## config.mk

```make
export PLATFORM = sky130hd
export DESIGN_NAME = axi_hp_read_arbiter
export DESIGN_NICKNAME = d
export VERILOG_FILES = /design/src/rtl/axi_arb_pkg.sv /design/src/rtl/axi_hp_read_arbiter_rr_pick.sv /design/src/rtl/axi_hp_read_arbiter.sv
export SDC_FILE = /design/constraint.sdc
export NUM_CORES = 1
export LEC_CHECK = 0
export ABC_AREA = 1
export BUFFER_PORTS_ARGS = -buffer_cell sky130_fd_sc_hd__buf_2
export CAP_MARGIN = 40
export CORE_AREA = 8 8 189 191
export DETAILED_ROUTE_END_ITERATION = 10
export DIE_AREA = 0 0 197 199
export REMOVE_ABC_BUFFERS = 1
export SETUP_SLACK_MARGIN = 0.3
export SYNTH_ARGS = -nofsm -noshare
export SYNTH_HDL_FRONTEND = slang
export SYNTH_SLANG_ARGS = --single-unit
```

## constraint.sdc

```tcl
create_clock -name S_AXI_ACLK -period 1.8 [get_ports S_AXI_ACLK]
set_input_delay 0.27 -clock S_AXI_ACLK [delete_from_list [all_inputs] [get_ports S_AXI_ACLK]]
set_output_delay 0.27 -clock S_AXI_ACLK [all_outputs]
set_load 0.01 [all_outputs]
```

## src/rtl/axi_arb_pkg.sv

```systemverilog
// Shared types and AXI constants for the HP-port read arbiter.
// Holds the arbiter FSM states and the AxSIZE encoding helper.
package axi_arb_pkg;

   typedef enum logic [1:0] {
      IDLE = 2'd0,
      ADDR = 2'd1,
      DATA = 2'd2
   } arb_state_e;

   localparam logic [1:0] AXI_BURST_INCR = 2'b01;
   localparam logic [1:0] AXI_RESP_OKAY  = 2'b00;

   // AxSIZE code for a power-of-two beat width in bytes (1..128).
   function automatic logic [2:0] size_from_bytes(input int unsigned nbytes);
      logic [2:0] s;
      s = 3'd0;
      for (int i = 1; i < 8; i++) begin
         if (nbytes == (32'd1 << i)) s = 3'(i);
      end
      return s;
   endfunction

endpackage

```

## src/rtl/axi_hp_read_arbiter_rr_pick.sv

```systemverilog
// Round-robin picker: first asserted request at or after ptr_i, modulo NUM_REQ.
// Purely combinational, zero latency; no flow control of its own.
module rr_pick #(
   parameter int NUM_REQ = 4,
   parameter int PTR_W   = 2
) (
   input  logic [NUM_REQ-1:0] req_i,
   input  logic [PTR_W-1:0]   ptr_i,
   output logic               any_o,
   output logic [PTR_W-1:0]   idx_o
);

   always_comb begin
      logic [PTR_W-1:0] cand;
      cand  = '0;
      any_o = 1'b0;
      idx_o = '0;
      // Walk from the farthest candidate back to ptr_i so the nearest match wins.
      for (int k = NUM_REQ - 1; k >= 0; k--) begin
         cand = PTR_W'((int'(ptr_i) + k) % NUM_REQ);
         if (req_i[cand]) begin
            any_o = 1'b1;
            idx_o = cand;
         end
      end
   end

endmodule

```

## src/rtl/axi_hp_read_arbiter.sv

```systemverilog
// Round-robin sharing of one AXI read channel: AR issued 1 cycle after a request is seen in IDLE,
// R beats steered to the granted requester with zero latency; rd_ready backpressure drives RREADY directly.
module axi_hp_read_arbiter
   import axi_arb_pkg::*;
#(
   parameter int NUM_REQ    = 4,
   parameter int ID_WIDTH   = 2,
   parameter int DATA_WIDTH = 128,
   parameter int ADDR_WIDTH = 32
) (
   input  logic                          S_AXI_ACLK,
   input  logic                          S_AXI_ARESETN,
   input  logic [NUM_REQ-1:0]            req_valid,
   input  logic [NUM_REQ*ADDR_WIDTH-1:0] req_addr,
   input  logic [NUM_REQ*8-1:0]          req_len,
   output logic [NUM_REQ-1:0]            req_ready,
   output logic [NUM_REQ-1:0]            rd_valid,
   output logic [DATA_WIDTH-1:0]         rd_data,
   output logic                          rd_last,
   input  logic [NUM_REQ-1:0]            rd_ready,
   output logic [ID_WIDTH-1:0]           M_AXI_ARID,
   output logic [ADDR_WIDTH-1:0]         M_AXI_ARADDR,
   output logic [7:0]                    M_AXI_ARLEN,
   output logic [2:0]                    M_AXI_ARSIZE,
   output logic [1:0]                    M_AXI_ARBURST,
   output logic                          M_AXI_ARVALID,
   output logic                          M_AXI_ARLOCK,
   output logic [3:0]                    M_AXI_ARCACHE,
   output logic [2:0]                    M_AXI_ARPROT,
   output logic [3:0]                    M_AXI_ARQOS,
   input  logic                          M_AXI_ARREADY,
   input  logic [ID_WIDTH-1:0]           M_AXI_RID,
   input  logic [DATA_WIDTH-1:0]         M_AXI_RDATA,
   input  logic [1:0]                    M_AXI_RRESP,
   input  logic                          M_AXI_RLAST,
   input  logic                          M_AXI_RVALID,
   output logic                          M_AXI_RREADY,
   output logic                          prot_err
);

   localparam int PTR_W = $clog2(NUM_REQ);
   localparam logic [2:0] AR_SIZE = size_from_bytes(DATA_WIDTH / 8);

   arb_state_e            state_q;
   logic [PTR_W-1:0]      g_q;
   logic [PTR_W-1:0]      rr_ptr_q;
   logic [PTR_W-1:0]      rr_ptr_d;
   logic [ADDR_WIDTH-1:0] araddr_q;
   logic [7:0]            arlen_q;
   logic [7:0]            cnt_q;
   logic                  arvalid_q;
   logic                  prot_err_q;
   logic                  prot_err_d;

   logic                  pick_any;
   logic [PTR_W-1:0]      pick_idx;
   logic                  in_data;
   logic                  ar_hs;
   logic                  r_hs;
   logic                  last_exp;

   logic [ADDR_WIDTH-1:0] addr_a [NUM_REQ];
   logic [7:0]            len_a  [NUM_REQ];

   for (genvar i = 0; i < NUM_REQ; i++) begin : g_unpack
      assign addr_a[i] = req_addr[i*ADDR_WIDTH +: ADDR_WIDTH];
      assign len_a[i]  = req_len[i*8 +: 8];
   end

   rr_pick #(
      .NUM_REQ (NUM_REQ),
      .PTR_W   (PTR_W)
   ) u_pick (
      .req_i (req_valid),
      .ptr_i (rr_ptr_q),
      .any_o (pick_any),
      .idx_o (pick_idx)
   );

   assign in_data  = (state_q == DATA);
   assign ar_hs    = arvalid_q & M_AXI_ARREADY;
   assign r_hs     = M_AXI_RVALID & M_AXI_RREADY;
   assign last_exp = (cnt_q == arlen_q);
   assign rr_ptr_d = (g_q == PTR_W'(NUM_REQ - 1)) ? '0 : g_q + PTR_W'(1);

   // R channel is a straight pass-through; RREADY is gated off outside DATA so stray beats stall.
   assign M_AXI_RREADY = in_data & rd_ready[g_q];
   assign rd_valid     = (in_data & M_AXI_RVALID) ? (NUM_REQ'(1) << g_q) : '0;
   assign rd_data      = M_AXI_RDATA;
   assign rd_last      = in_data & M_AXI_RLAST;
   assign req_ready    = ar_hs ? (NUM_REQ'(1) << g_q) : '0;

   assign prot_err_d = prot_err_q |
                       (r_hs & ((M_AXI_RID != ID_WIDTH'(g_q)) |
                                (M_AXI_RRESP != AXI_RESP_OKAY) |
                                (M_AXI_RLAST != last_exp)));

   assign M_AXI_ARID    = ID_WIDTH'(g_q);
   assign M_AXI_ARADDR  = araddr_q;
   assign M_AXI_ARLEN   = arlen_q;
   assign M_AXI_ARSIZE  = AR_SIZE;
   assign M_AXI_ARBURST = AXI_BURST_INCR;
   assign M_AXI_ARVALID = arvalid_q;
   assign M_AXI_ARLOCK  = 1'b0;
   assign M_AXI_ARCACHE = 4'd0;
   assign M_AXI_ARPROT  = 3'd0;
   assign M_AXI_ARQOS   = 4'd0;
   assign prot_err      = prot_err_q;

   always_ff @(posedge S_AXI_ACLK) begin
      if (!S_AXI_ARESETN) begin
         state_q    <= IDLE;
         g_q        <= '0;
         rr_ptr_q   <= '0;
         araddr_q   <= '0;
         arlen_q    <= '0;
         arvalid_q  <= 1'b0;
         cnt_q      <= '0;
         prot_err_q <= 1'b0;
      end else begin
         prot_err_q <= prot_err_d;
         case (state_q)
            IDLE: begin
               if (pick_any) begin
                  g_q       <= pick_idx;
                  araddr_q  <= addr_a[pick_idx];
                  arlen_q   <= len_a[pick_idx];
                  arvalid_q <= 1'b1;
                  state_q   <= ADDR;
               end
            end
            ADDR: begin
               if (M_AXI_ARREADY) begin
                  arvalid_q <= 1'b0;
                  cnt_q     <= '0;
                  state_q   <= DATA;
               end
            end
            DATA: begin
               if (r_hs) begin
                  cnt_q <= cnt_q + 8'd1;
                  if (M_AXI_RLAST) begin
                     rr_ptr_q <= rr_ptr_d;
                     state_q  <= IDLE;
                  end
               end
            end
            default: state_q <= IDLE;
         endcase
      end
   end

endmodule

```

==> run_results.csv, run 1 <==
group,metric,value,unit
status,status,"finished with violations",
status,violated_checks,"setup timing",
global_route,number_of_antenna_violations_at_the_first_check_in_global_routing,1,
synthesis,synth_flop_cell,"dfxtp_1",
synthesis,synthCells,802,
critical_path,critical_path_arrival,2.12,ns
synthesis,syn_area_per_cell,6.13,um^2
hold_path,min-delay-start,"req_len[15]",
layout,design_area,7160,um^2
global_route,track_usage,20.5,%
route,finalWirelength,42.8,mm
clock_network,cts_num_sinks,56,
timing,max_clock_freq,0.521,GHz
synthesis,synth_enable_flop_cells,0,
floorplan,floorplan.io_pins,504,
synthesis,synth-warning-count,0,
pwr,power.share.combinational,47.0,%
pwr,power_per_cell_area,700,nW/um^2
layout,final_layout_size_suffix_gt1_share,48.0,%
clock_network,number_of_h_tree_branching_levels,2,
pwr,netSwitchingFraction,40.1,%
synthesis,synth.largest_area_cell,"dfxtp_1",
layout,fin_nets,1251,
floorplan,floorplan.die.height,199,um
synthesis,async_flop_share,0,%
critical_path,timing.critical_path.fanout_max,6,
timing,finalSetupTns,-3.12,ns
layout,antenna_cells,0,
route,drc,0,
timing,final_critical_path_setup_slack,-0.118,ns
clock_network,root_buffer,"clkbuf_16",
timing,final_min_period_over_clock_period,107,%
pwr,part_of_the_total_power_dissipated_in_sequential_elements,30.8,%
critical_path,path_cells,"buf_6 > inv_8 > nand2_4 > nand3_4 > buf_6 > nand3_2 > nand3b_1 > nand2_4 > clkinv_8 > buf_12 > buf_16 > o21ai_2 > a21oi_1",
synthesis,yosys_register_bits,56,
floorplan,row_count,67,
placed_design,preCtsSetupSlack,-0.278,ns
synthesis,synth_top_cell_area_share,22.8,%
clock_network,cts_tree,"done",
timing,setup-violations-final,40,
clock_network,path_clk_slew,0.09,ns
timing,timing.final.hold_violations,0,
route,detailroute.via_count,5857,
critical_path,crit-reg2reg-launch,"rr_ptr_q[0]",
hold_path,hold_path_class,"primary input to register",
global_route,grt_pass1_wl,53.4,mm
clock_network,cts_max_path_buffers,2,
route,number_of_drc_markers_after_the_initial_detailed_route_iteration,284,
global_route,leftover_overflow_at_the_end_of_global_routing,0,
placed_design,placedInstanceArea,5760,um^2
critical_path,worst_path_dominant_cell_family,"buffers and inverters",
placed_design,placement.io_buffers,230,
critical_path,slowest_delay,0.37,ns
timing,timing.clock.skew,0.00842,ns
synthesis,synthesis.area,4920,um^2
synthesis,synth_top_cells_by_area,"dfxtp_1, buf_4, nand2_1, nand3_1, nor2_1",
route,drtAntennaViolNets,0,
clock_network,cts_buffers,5,
layout,area_grow_syn2layout,45.7,%
placed_design,post-dp-hpwl,35.2,mm
clock_network,insertion_delay,0.31,ns
pwr,vdd_drop_max,0.331,mV
timing,final_max_slew_viol_count,0,
global_route,grt_max_degree,35,
pwr,p_leak,3.46,nW
synthesis,synth_common_cells,"nand2_1, buf_4, nand3_1",
global_route,first_global_vias,5574,
critical_path,end_kind,"register",
floorplan,fp.coreArea,32900,um^2
synthesis,seq_area_frac_synth,22.8,%
floorplan,floorplan.initialDensity,15.0,%
pwr,internal_power,3.00,mW
synthesis,yosysUniqueCellTypes,30,
route,first_pass_iteration_count_of_the_detailed_router,4,
critical_path,cell_at_the_slowest_stage_of_the_critical_path,"dfxtp_4",
floorplan,die_width,197,um
clock_network,cts_hold_buf,0,
route,wl_per_cell,30.8,um
critical_path,timing_worst_setup_path_type,"register to register",
floorplan,die_area,39200,um^2
run,maxCapViolCount,0,
critical_path,required,2.00,ns
pwr,power.switching,2.01,mW
pwr,clock_power_share,22.2,%
critical_path,timing.critical_path.from_type,"register",
critical_path,critical_path_buf_inv_count,6,
critical_path,critical_path.startpoint,"rr_ptr_q[0]",
timing,finalHoldWorstSlack,0.177,ns
route,route.detailed.vias_per_inst,4.21,
timing,post_layout_minimum_cycle_time,1.92,ns
placed_design,finalWeightedCongestion,0.928,
timing,grt_setup_unrepaired,"yes",
synthesis,post-synth-top-count-cell,"nand2_1",
layout,finalCoreUtilization,21.8,%
==> cell families (layout without fill, tap and decap cells) <==
kind of cell | after synthesis | count (layout) | synth area share, %
DFF | 56 | 56 | 22.8
AOI/OAI and AO/OA | 86 | 86 | 8.91
adders and majority gates | 5 | 5 | 1.27
other | 2 | 17 | 0.153
buffers and inverters | 217 | 342 | 29.0
xor gates and xnor gates | 8 | 8 | 1.43
and+or+nand+nor | 428 | 428 | 36.4
==> stage by stage <==
stage,cells,power [mW]
floorplan,635,2.38
global placement,1348,3.25
detailed placement,1348,3.27
CTS,1382,4.80
global route,1390,5.35
finish,1390,5.01
==> power by group through the flow <==
| stage | Combinational (mW) | Sequential (mW) | Clock (mW) |
|---|---|---|---|
| floorplan | 0.777 | 1.60 | 0 |
| global placement | 1.69 | 1.56 | 0 |
| detailed placement | 1.70 | 1.57 | 0 |
| CTS | 2.10 | 1.54 | 1.16 |
| global route | 2.58 | 1.57 | 1.20 |
| finish | 2.36 | 1.54 | 1.11 |
==> state kept, by name (all words and copies together) (netlist names) <==
name / flops
M_AXI_ARADDR: 32
M_AXI_ARLEN: 8
cnt_q: 8
M_AXI_ARID: 2
rr_ptr_q: 2
state_q: 2
M_AXI_ARVALID: 1
prot_err: 1
==> layout make-up <==
class	count	area, um^2
Fill cell	3765	25700
Multi-Input combinational cell	544	3010
Timing Repair Buffer	299	2120
Sequential cell	56	1140
Tap cell	448	561
Inverter	35	174
Clock buffer	5	125
Clock inverter	3	26.3
==> final timing paths <==
path | cells after the start | slack, ns | to
setup / recovery | 13 | -0.12 | M_AXI_ARLEN[3]
hold reg to reg | 2 | 0.51 | cnt_q[4]
setup reg to reg | 13 | -0.12 | M_AXI_ARLEN[3]
hold / removal | 3 | 0.18 | M_AXI_ARLEN[7]
==> timing repair <==
| action | in CTS | in global routing |
|---|---|---|
| endpoints found under the setup margin | 64 | 66 |
| pin swaps | 27 | 19 |
| cloned | 6 | 5 |
| buffers inserted | 20 | 3 |
| resized for setup | 128 | 107 |
| endpoints found under the hold margin | 0 | 0 |
==> routing by layer <==
layer	track usage, %	vias to the layer above	wire (um)
met1	17.7	2563	13000
li1	-	2677	-
met3	24.8	28	11000
met2	30.1	577	18000
met4	2.28	12	287
met5	11.6	-	546
==> layout by cell type (no fill, tap or decap), types with 5 or more instances in the layout <==
master and n:
buf_6 14, o21ai_1 6, inv_1 18, o21ai_2 12, buf_4 28, nand2_1 182
a21oi_1 33, inv_4 5, a21oi_2 25, inv_2 8, buf_2 230, buf_16 6
o21ai_0 5, clkbuf_16 10, buf_12 15, nand3_2 17, nor2_2 10, nand2_4 16
nand3_1 83, xor2_1 6, conb_1 17, nor2_1 78, nand2_2 20, dfxtp_1 49
==> worst register-to-register path: stages, from the launching register on <==
cell and delay, ns:
dfxtp_4 0.37, buf_6 0.13, inv_8 0.06, nand2_4 0.06
nand3_4 0.07, buf_6 0.10, nand3_2 0.07, nand3b_1 0.20
nand2_4 0.17, clkinv_8 0.12, buf_12 0.16, buf_16 0.14
o21ai_2 0.10, a21oi_1 0.05
Power figures use the tool's default switching activity.
==> run 2, diff against run 1 <==
Settings changed: TNS_END_PERCENT from default to 10.
==> run 2 against run 1 <==
Effect of this change:
- the run still ends with setup timing left
- clock skew is 0.0027 ns higher
- core utilization is 3.1 points lower
- via count is 6.0% lower
- worst setup slack better by 0.078 ns
- critical endpoint unchanged
==> run_results.csv, run 2 (synthesis gave the netlist of run 1 again) <==
group,metric,value,unit
status,status,"finished with violations",
pwr,netSwitchingFraction,39.1,%
route,drc,0,
clock_network,root_buffer,"clkbuf_16",
clock_network,number_of_h_tree_branching_levels,2,
layout,fin_nets,1221,
route,first_pass_iteration_count_of_the_detailed_router,4,
critical_path,worst_path_dominant_cell_family,"simple AND/OR/NAND/NOR gates",
layout,area_grow_syn2layout,25.1,%
pwr,power_per_cell_area,724,nW/um^2
floorplan,row_count,67,
global_route,grt_max_degree,35,
timing,timing.final.hold_violations,0,
global_route,gr_util_met2,28.0,%
floorplan,floorplan.io_pins,504,
layout,finish.cell_count_without_fillers,1360,
global_route,leftover_overflow_at_the_end_of_global_routing,0,
critical_path,timing.critical_path.from_type,"register",
critical_path,cell_at_the_slowest_stage_of_the_critical_path,"dfxtp_4",
layout,design_area,6150,um^2
placed_design,placedInstanceArea,5760,um^2
critical_path,critical_path.startpoint,"rr_ptr_q[0]",
clock_network,cts_max_path_buffers,2,
critical_path,path_cells,"xnor2_1 > nand2_1 > nand3_1 > nand3_2 > buf_8 > buf_4 > nand3_1 > nand3_1 > nand2_1 > a21oi_1",
global_route,grt.busiest_layer,"met2",
critical_path,timing.critical_path.fanout_max,13,
hold_path,hold_path_class,"primary input to register",
timing,final_critical_path_setup_slack,-0.0401,ns
critical_path,required,2.00,ns
critical_path,critical_path.most_common_cell,"nand3_1",
layout,final_common_cell,"buf_2",
critical_path,critical_path_arrival,2.04,ns
clock_network,path_clk_slew,0.09,ns
placed_design,placement.io_buffers,230,
global_route,number_of_antenna_violations_at_the_first_check_in_global_routing,1,
layout,final_layout_size_suffix_gt1_share,34.8,%
run,maxCapViolCount,0,
global_route,grtUsageMet1,17.2,%
floorplan,fp.coreArea,32900,um^2
layout,largest_register_ff_count,32,
status,violated_checks,"setup timing",
floorplan,floorplan.die.height,199,um
placed_design,placed_cells_incl_taps,1348,
clock_network,insertion_delay,0.31,ns
critical_path,critical_path_buf_inv_count,2,
floorplan,die_area,39200,um^2
layout,layout_common_cells,"buf_2, nand2_1, nand3_1",
pwr,power.share.combinational,41.1,%
hold_path,min-delay-start,"req_len[15]",
route,detailroute.via_count,5506,
clock_network,cts_hold_buf,0,
route,drtAntennaViolNets,0,
timing,final_min_period_over_clock_period,102,%
pwr,internal_power,2.71,mW
hold_path,worst_hold_path.num_cells,3,
critical_path,slowest_delay,0.39,ns
clock_network,cts_tree,"done",
timing,timing.clock.skew,0.0111,ns
clock_network,cts_buffers,5,
route,number_of_drc_markers_after_the_initial_detailed_route_iteration,202,
timing,max_clock_freq,0.543,GHz
layout,antenna_cells,0,
timing,grt_setup_unrepaired,"yes",
floorplan,die_width,197,um
placed_design,finalWeightedCongestion,0.928,
route,finalWirelength,40.4,mm
pwr,part_of_the_total_power_dissipated_in_sequential_elements,34.5,%
pwr,clock_power_share,24.4,%
pwr,p_leak,3.08,nW
critical_path,worst-r2r-cell-count,10,
floorplan,floorplan.initialDensity,15.0,%
clock_network,cts_num_sinks,56,
global_route,track_usage,19.5,%
route,route.detailed.vias_per_inst,4.05,
global_route,met3_usage,24.4,%
global_route,grt_pass1_wl,50.7,mm
global_route,first_global_vias,5311,
timing,final_max_slew_viol_count,0,
critical_path,critical_path_cell_count,10,
layout,layout.filler_cells,3881,
critical_path,timing_worst_setup_path_type,"register to register",
pwr,vdd_drop_max,0.321,mV
timing,setup-violations-final,20,
critical_path,crit-reg2reg-launch,"rr_ptr_q[0]",
critical_path,end_kind,"register",
pwr,power.switching,1.74,mW
route,wl_per_cell,29.7,um
placed_design,post-dp-hpwl,35.2,mm
timing,post_layout_minimum_cycle_time,1.84,ns
[run 2: routing by layer]
metal / routed length, um / vias up
met3: 10800 / 20
met5: 355 / -
met4: 201 / 8
li1: - / 2621
met2: 16400 / 519
met1: 12700 / 2338
[run 2: layout make-up]
| class | count | area, um^2 | area share [%] |
|---|---|---|---|
| Sequential cell | 56 | 1130 | 18.4 |
| Tap cell | 448 | 561 | 9.11 |
| Clock buffer | 5 | 125 | 2.03 |
| Inverter | 35 | 144 | 2.34 |
| Multi-Input combinational cell | 544 | 2520 | 40.9 |
| Timing Repair Buffer | 269 | 1650 | 26.8 |
| Clock inverter | 3 | 26.3 | 0.427 |
[run 2: worst min-delay path: stages]
cell and delay, ns:
buf_2 0.07, a21oi_1 0.05, nor2_1 0.07
[run 2: power groups by stage]
stage / combinational, mW / clock [mW] / sequential (mW)
floorplan: 0.777 / 0 / 1.60
global placement: 1.69 / 0 / 1.56
detailed placement: 1.70 / 0 / 1.57
CTS: 1.75 / 1.16 / 1.54
global route: 2.05 / 1.20 / 1.57
finish: 1.83 / 1.09 / 1.54
[run 2: final timing paths]
check                                       to  slack [ns]
worst min register to register        cnt_q[4]        0.52
worst max register to register  M_AXI_ARLEN[3]       -0.04
worst max-delay path            M_AXI_ARLEN[3]       -0.04
worst min-delay path            M_AXI_ARLEN[7]        0.18
[run 2: metrics by stage]
stage	TNS, ns	setup WS [ns]	utilization [%]	power, mW	hold WS, ns
3_3_place_gp	-4.94	-0.207	17.5	3.25	0.495
2_1_floorplan	-30.18	-0.925	-	2.38	0.406
5_1_grt	-5.82	-0.188	18.7	4.81	0.164
6_report	-0.241	-0.0401	18.7	4.45	0.179
3_5_place_dp	-8.54	-0.278	17.5	3.27	0.502
4_1_cts	-0.161	-0.0375	18.2	4.45	0.164
[run 2: timing repair]
item,4_1_cts,5_1_grt
buffers inserted,0,1
pin swaps,1,9
cloned,1,2
resized for setup,22,37
setup endpoints to repair,64,66
